===== config.mk =====
export PLATFORM = sky130hd
export DESIGN_NAME = bip_data_mem_arbiter
export DESIGN_NICKNAME = d
export VERILOG_FILES = /design/src/rtl/bip_data_mem_arbiter.sv
export SDC_FILE = /design/constraint.sdc
export NUM_CORES = 1
export LEC_CHECK = 0
export CAP_MARGIN = 15
export CORE_AREA = 2 2 53 55
export DETAILED_ROUTE_END_ITERATION = 10
export DIE_AREA = 0 0 55 57
export DONT_BUFFER_PORTS = 1
export GPL_TIMING_DRIVEN = 0
export SYNTH_ARGS = -nofsm -noshare
export SYNTH_HDL_FRONTEND = slang
export SYNTH_SLANG_ARGS = --single-unit

===== constraint.sdc =====
create_clock -name i_clock -period 2.8 [get_ports i_clock]
set_input_delay 0.14 -clock i_clock [delete_from_list [all_inputs] [get_ports i_clock]]
set_output_delay 0.14 -clock i_clock [all_outputs]
set_load 0.03 [all_outputs]

===== src/rtl/bip_data_mem_arbiter.sv =====
// Two-port data memory arbiter: CPU port A and debug port B share one
// single-ported memory. Optional zero-fill after reset, then round-robin
// arbitration with combinational grants and one-cycle read latency.
module bip_data_mem_arbiter #(
  parameter int NB_DATA          = 16,
  parameter int N_ADDR           = 1024,
  parameter int LOG2_N_DATA_ADDR = 10,
  parameter int INIT_ON_RESET    = 1
) (
  input  logic                        i_clock,
  input  logic                        i_reset,
  input  logic                        i_a_req,
  input  logic                        i_a_wr,
  input  logic [LOG2_N_DATA_ADDR-1:0] i_a_addr,
  input  logic [NB_DATA-1:0]          i_a_data,
  input  logic                        i_b_req,
  input  logic                        i_b_wr,
  input  logic [LOG2_N_DATA_ADDR-1:0] i_b_addr,
  input  logic [NB_DATA-1:0]          i_b_data,
  output logic                        o_a_gnt,
  output logic                        o_b_gnt,
  output logic                        o_a_rvalid,
  output logic                        o_b_rvalid,
  output logic [NB_DATA-1:0]          o_a_rdata,
  output logic [NB_DATA-1:0]          o_b_rdata,
  output logic                        o_init_done,
  output logic [LOG2_N_DATA_ADDR-1:0] o_mem_addr,
  output logic [NB_DATA-1:0]          o_mem_data,
  output logic                        o_mem_wr,
  output logic                        o_mem_rd,
  input  logic [NB_DATA-1:0]          i_mem_data
);

  typedef enum logic {
    ST_INIT,
    ST_RUN
  } state_t;

  localparam logic [LOG2_N_DATA_ADDR-1:0] LAST_ADDR = LOG2_N_DATA_ADDR'(N_ADDR - 1);
  localparam logic [LOG2_N_DATA_ADDR-1:0] ADDR_ONE  = LOG2_N_DATA_ADDR'(1);

  state_t                        state;
  logic [LOG2_N_DATA_ADDR-1:0]   init_addr;
  logic                          last_was_a;  // 0 = B granted most recently
  logic                          a_rvalid_q;
  logic                          b_rvalid_q;
  logic                          run;
  logic                          gnt_a;
  logic                          gnt_b;

  // Round-robin grant: a lone requester wins, contention goes to the port not granted last
  always_comb begin
    run   = (state == ST_RUN) && !i_reset;
    gnt_a = run && i_a_req && (!i_b_req || !last_was_a);
    gnt_b = run && i_b_req && (!i_a_req ||  last_was_a);
  end

  // Memory bus steering: fill pattern during INIT, otherwise the granted port
  always_comb begin
    o_mem_wr   = 1'b0;
    o_mem_rd   = 1'b0;
    o_mem_addr = '0;
    o_mem_data = '0;
    if (!i_reset && state == ST_INIT) begin
      o_mem_wr   = 1'b1;
      o_mem_addr = init_addr;
    end else if (gnt_a) begin
      o_mem_wr   = i_a_wr;
      o_mem_rd   = !i_a_wr;
      o_mem_addr = i_a_addr;
      o_mem_data = i_a_wr ? i_a_data : '0;
    end else if (gnt_b) begin
      o_mem_wr   = i_b_wr;
      o_mem_rd   = !i_b_wr;
      o_mem_addr = i_b_addr;
      o_mem_data = i_b_wr ? i_b_data : '0;
    end
  end

  // FSM, fill counter, round-robin pointer and read-valid pipeline
  always_ff @(posedge i_clock) begin
    if (i_reset) begin
      state      <= (INIT_ON_RESET != 0) ? ST_INIT : ST_RUN;
      init_addr  <= '0;
      last_was_a <= 1'b0;
      a_rvalid_q <= 1'b0;
      b_rvalid_q <= 1'b0;
    end else begin
      case (state)
        ST_INIT: begin
          a_rvalid_q <= 1'b0;
          b_rvalid_q <= 1'b0;
          if (init_addr == LAST_ADDR) begin
            init_addr <= '0;
            state     <= ST_RUN;
          end else begin
            init_addr <= init_addr + ADDR_ONE;
          end
        end
        default: begin
          a_rvalid_q <= gnt_a && !i_a_wr;
          b_rvalid_q <= gnt_b && !i_b_wr;
          if (gnt_a) begin
            last_was_a <= 1'b1;
          end else if (gnt_b) begin
            last_was_a <= 1'b0;
          end
        end
      endcase
    end
  end

  // Gating with reset keeps a pending rvalid from escaping while reset is held
  always_comb begin
    o_a_gnt     = gnt_a;
    o_b_gnt     = gnt_b;
    o_a_rvalid  = a_rvalid_q && !i_reset;
    o_b_rvalid  = b_rvalid_q && !i_reset;
    o_a_rdata   = i_mem_data;
    o_b_rdata   = i_mem_data;
    o_init_done = run;
  end

endmodule


==> run metrics, run 1 <==
Mapped Nets=229; die area=~3100 um^2; WL final=4030 um; sequential fraction of the synthesis area=0.225; number of synthesis warnings=0; vias in the first global route=roughly 1,000; met2 routed WL=a little over 2000 um; critical-path maximum fanout=10; nets@finish=237; GRT Resource Usage Total=0.233; critical path arrival=2.17 ns; first-pass GRT wire length=between 5000 and 6000 um; Distinct cells, synth=35; Critical Path Max Stage Delay=0.41 ns; status=completed; PnR Total Power=around 440 uW; fin crit share=0.826; fin. max-slew vios=0; Setup TNS=0 ns; Clk pin slew, worst setup/hold paths=0.08 ns; hold crit path type=in -> reg; Vias/cell=5.99; post-synth top area share=0.225; DP HPWL=3280 um; Core Rows=19; Layout area overhead=7.34%; Max Cap Viol=0; Placement Cell Area=1280 um^2; drt first pass iters=7; dominant synthesized flop cell=dfxtp_1; die width=55 um; Least-Margin Pin Slew=0.576 ns; n_diodes=0; Slew HR=0.615; via count=1,145; routability congestion estimate=0.811; Power Density=330 nW/um^2; Post-synth EDFFs=0; Overflow after GRT=0; initial antenna violation count=0; Resized cells post-CTS=0; H-Tree Depth=1; largest net degree at the start of global routing=11; layout cells sized above 1=0.300; Leakage=roughly 0.63 nW; Fin Hold WS=0.0622 ns; CTS tree=built; Worst setup startpoint=state; crit-path cells=nor2b_2, and3_4, and2_1, buf_2, buf_4, a22o_1; minimum clock period=2.31 ns; clock sinks=14; top sig layer=met4; CTS Buffer Depth=2; DRC viols=0; critical path's slowest cell=nor2b_2; synth top area cells=dfxtp_1, buf_4, a22o_1, a222oi_1, nand3_1; Cells after Synth=154; post-layout util=0.511; synth cell count leaders=buf_4, a22o_1, dfxtp_1; Initial Util=0.476; min-delay src=i_b_req; Clk Latency, worst-skew pair=0.28 ns; cell taking the most area after synthesis=dfxtp_1; DRT met1 WL=1680 um; RR Startpoint=init_addr[0]; final setup vio count=0; fin area=1340 um^2; Clock Skew=around 0.00046 ns; Startpoint Class=register; CORE AREA=between 2000 and 3000 um^2; wire per inst=roughly 21 um; Worst setup EP type=output port; most frequent cell after synthesis=buf_4; root buf cell=clkbuf_4; syn avg cell area=8.08 um^2; DR iter-0 viols=62; RSZ-0062 raised after global routing=false; routed wl met3=293 um; flops & latches, synth=14; fmax=0.433 GHz; Num CTS Buffers=3; Post-DRT Antenna Nets=0; FILL cells=261; number of port buffers=0; Die Span Y=57 um; worst setup path category=reg -> out; Worst EP required=2.66 ns; Mapped Area=1240 um^2; maximum VDD drop=247 uV; Hold Vio Cnt, Final=0; top-level I/O count=139; share of synthesized flip-flops with an asynchronous set or reset=0
[worst max-delay path: cells and delay by family (launching register included)]
family / cells / cell delay, ns
AO/OA/AOI/OAI: 1 / 0.36
buffers and inverters: 2 / 0.35
AND/OR/NAND/NOR: 3 / 0.80
flip-flops: 1 / 0.38
[registers in the layout, indices dropped and copies added (netlist names)]
signal and count:
last_was_a 1, b_rvalid_q 1, state 1, init_addr 10, a_rvalid_q 1
[what timing repair did]
item | 4_1_cts | 5_1_grt
hold buffers | 3 | 0
endpoints found under the hold margin | 4 | 0
setup buffers | 0 | 0
[cell type report]
| type | instances | area, um^2 | share of cell area |
|---|---|---|---|
| plain buffers | 41 | 298 | 0.223 |
| clock buffers | 3 | 22.5 | 0.0169 |
| inverters | 11 | 41.3 | 0.0309 |
| multi-input cells | 88 | 624 | 0.468 |
| flip-flops and latches | 14 | 280 | 0.210 |
| well taps | 31 | 38.8 | 0.0291 |
| repair buffers | 3 | 30.0 | 0.0225 |
[metal layers]
metal	track usage	vias to the layer above
li1	-	546
met1	0.307	536
met2	0.391	57
met3	0.0262	6
met4	0.0732	0
met5	0	-
[power by group]
| group | internal [mW] | switching (mW) |
|---|---|---|
| clock | 0.0499 | 0.0627 |
| sequential | 0.203 | 0.00756 |
| combinational | 0.0412 | 0.0763 |
[cells in the final DEF (no fill, tap or decap), drive strengths merged, types with 2 or more instances in the layout]
cell	n
or3	3
nand3	9
and2	2
a22o	16
inv	11
a222oi	10
xor2	3
buf	39
and4	2
clkbuf	5
and3	3
dlygate4sd3	3
nor2b	6
dfxtp	14
a21oi	4
a31oi	3
nor2	7
nand2	9
[path summary, 6_finish.rpt]
check,slack [ns],to,depth (start not counted)
worst min-delay path,0.06,last_was_a,3
worst min register to register,0.50,last_was_a,2
worst max register to register,1.18,init_addr[3],5
worst max-delay path,0.49,o_mem_data[12],6
[metrics by stage]
stage,worst slack (ns),std cells
after floorplan,0.990,154
after global placement,0.798,185
after detailed placement,0.773,185
after CTS,0.457,191
after global routing,0.342,191
final,0.488,191
[logic make-up (layout without fill, tap and decap cells)]
kind of cell             after synthesis  count (layout)  share of synthesized area
flip-flops                            14              14                      0.225
adder cells (fa/ha/maj)                1               1                     0.0101
buffers and inverters                 52              58                      0.273
AND/OR/NAND/NOR                       45              45                      0.208
XOR/XNOR                               4               4                     0.0282
AO/OA/AOI/OAI                         38              38                      0.256
Note: power is estimated with default switching activity, not from simulation.
==> inputs of run 2 (changes only) <==
- clock period: 2.8 -> 2.25 ns (I/O delays scaled with it)
==> run 2 against run 1 <==
Compared with the run above:
- utilization increased by 0.48 points
- sequential share of layout area fell by 0.19 points
- total power is 25% higher
- hold slack worse by 0.028 ns
- highest routed layer unchanged
- combinational power up 25%
- die area is the same
- clock skew rose by 0.0012 ns
- setup slack lost 0.36 ns
- via count up 2.6%
- largest power group unchanged
==> run metrics, run 2 (synthesis results as in run 1) <==
status=completed; CTS Buffer Depth=2 (unchanged); Top reg by flops=init_addr; Clock Skew=0.00162 ns (+0.00116 ns); Placement Cell Area=1280 um^2 (unchanged); Clk Latency, worst-skew pair=0.28 ns (about the same); worst setup path endpoint=o_mem_data[10]; largest net degree at the start of global routing=11 (unchanged); post-layout util=0.515 (+0.00478); Post-Layout Cell Count=191 (unchanged); DP HPWL=3280 um (unchanged); CTS tree=built; Die Span Y=57 um (unchanged); die width=55 um (unchanged); final setup vio count=0 (unchanged); Critical Path Max Stage Delay=0.39 ns (-0.02 ns); Max Cap Viol=0 (unchanged); crit-path cells=nor2b_4, and3_4, and2_1, buf_2, buf_4, a22o_1; Worst EP required=2.14 ns (-0.52 ns); FF-to-FF path depth=5 (unchanged); Post-DRT Antenna Nets=0 (unchanged); routability congestion estimate=0.811 (unchanged); first-pass GRT wire length=5250 um (-0.27%); die area=3140 um^2 (unchanged); fin area=1350 um^2 (+0.94%); Clk pin slew, worst setup/hold paths=0.08 ns (about the same); worst setup path category=reg -> out; critical path arrival=2.01 ns (-0.16 ns); Vias/cell=6.15 (+2.6%); Num CTS Buffers=3 (unchanged); critical path's slowest cell=dfxtp_1; Slew HR=0.615 (about the same); vias in the first global route=1,044 (+0.096%); Core Rows=19 (unchanged); minimum clock period=2.13 ns; nets@finish=237 (unchanged); Initial Util=0.476 (unchanged); Leakage=0.637 nW (+0.56%); Worst setup EP type=output port; initial antenna violation count=0 (unchanged); reg-to-reg endpoint=init_addr[3]; fin crit share=0.945; H-Tree Depth=1 (unchanged); DRC viols=0 (unchanged); layout cells sized above 1=0.338 (+0.0375); Hold Vio Cnt, Final=0 (unchanged); clock sinks=14 (unchanged); DR iter-0 viols=60 (-3.2%); worst setup margin=0.125 ns (-0.363 ns); fin. max-slew vios=0 (unchanged); commonest non-fill, non-tap cell in the layout=buf_4; max FFs per register=10 (unchanged); Cell Count Post-Placement=185 (unchanged); maximum VDD drop=307 uV (+24%); CORE AREA=2620 um^2 (unchanged); worst reg2reg setup slack=0.63 ns (-0.55 ns); RSZ-0062 raised after global routing=false; wire per inst=21.1 um (about the same); Least-Margin Pin Slew=0.576 ns (-0.00000393 ns); most frequent cells in the layout=buf_4, dfxtp_1, a22o_1, a222oi_1, inv_1; Setup TNS=0 ns (unchanged); critical-path maximum fanout=10 (unchanged); Power Density=407 nW/um^2 (+23%); n_diodes=0 (unchanged); Overflow after GRT=0 (unchanged); hold crit path type=in -> reg; RR Startpoint=init_addr[0]; Startpoint Class=register; via count=1,175 (+2.6%); fmax=~0.47 GHz; # Post-CTS Setup Buffers=0 (unchanged); WP buf/inv=2 (unchanged); root buf cell=clkbuf_4; number of port buffers=0 (unchanged); WL final=4030 um (about the same); Layout area overhead=8.35%; GRT Resource Usage Total=0.233 (-0.000521); Worst setup startpoint=state; drt first pass iters=4 (-3); crit-path leading delay family=simple AND/OR/NAND/NOR gates; top-level I/O count=139 (unchanged); dpl ws=0.250 ns (-0.523 ns); CP Depth=6 (unchanged)
run 2: cell type report:
class	instances	area, um^2
repair buffers	3	30.0
well taps	31	38.8
clock buffers	3	22.5
multi-input cells	88	637
fillers	261	1270
flip-flops and latches	14	280
plain buffers	41	298
inverters	11	41.3
run 2: power by group:
part / internal [mW] / leakage [nW] / total (mW) / switching, mW
combinational: 0.0513 / 0.510 / 0.146 / 0.0950
sequential: 0.252 / 0.113 / 0.262 / 0.00944
clock: 0.0621 / 0.0138 / 0.141 / 0.0788
total: 0.366 / 0.637 / 0.549 / 0.183
run 2: timing repair:
item                                    CTS  global route
gates resized for setup                   1             6
hold buffers                              3             0
endpoints found under the hold margin     4             0
endpoints found under the setup margin   10             6
run 2: worst min-delay path by stage:
stage                     startpoint  cells after the start      endpoint  slack, ns
after CTS                    i_b_req                      3    last_was_a       0.03
after floorplan              i_reset                      1  init_addr[7]       0.18
after global placement       i_reset                      1  init_addr[7]       0.19
after global routing         i_b_req                      3    last_was_a       0.07
final                        i_b_req                      3    last_was_a       0.03
after detailed placement     i_reset                      1  init_addr[7]       0.19
run 2: worst reg2reg max path, delay by kind of cell (launching register included):
kind / cells / cell delay, ns
compound gates: 1 / 0.08
fa+ha+maj: 1 / 0.22
flops: 1 / 0.50
simple gates: 3 / 0.70
run 2: metrics by stage:
stage                     power (mW)  hold slack [ns]
after floorplan                0.399            0.182
after global placement         0.409            0.185
after detailed placement       0.410            0.186
after CTS                      0.555           0.0316
final                          0.549           0.0339
after global routing           0.569           0.0726
run 2: per-layer routing:
metal | GRT usage | part of all wire | up-vias
li1 | - | - | 546
met1 | 0.305 | 0.41 | 555
met2 | 0.391 | 0.50 | 68
met3 | 0.0262 | 0.079 | 6
met4 | 0.0732 | 0.0094 | 0
met5 | 0 | 0 | -
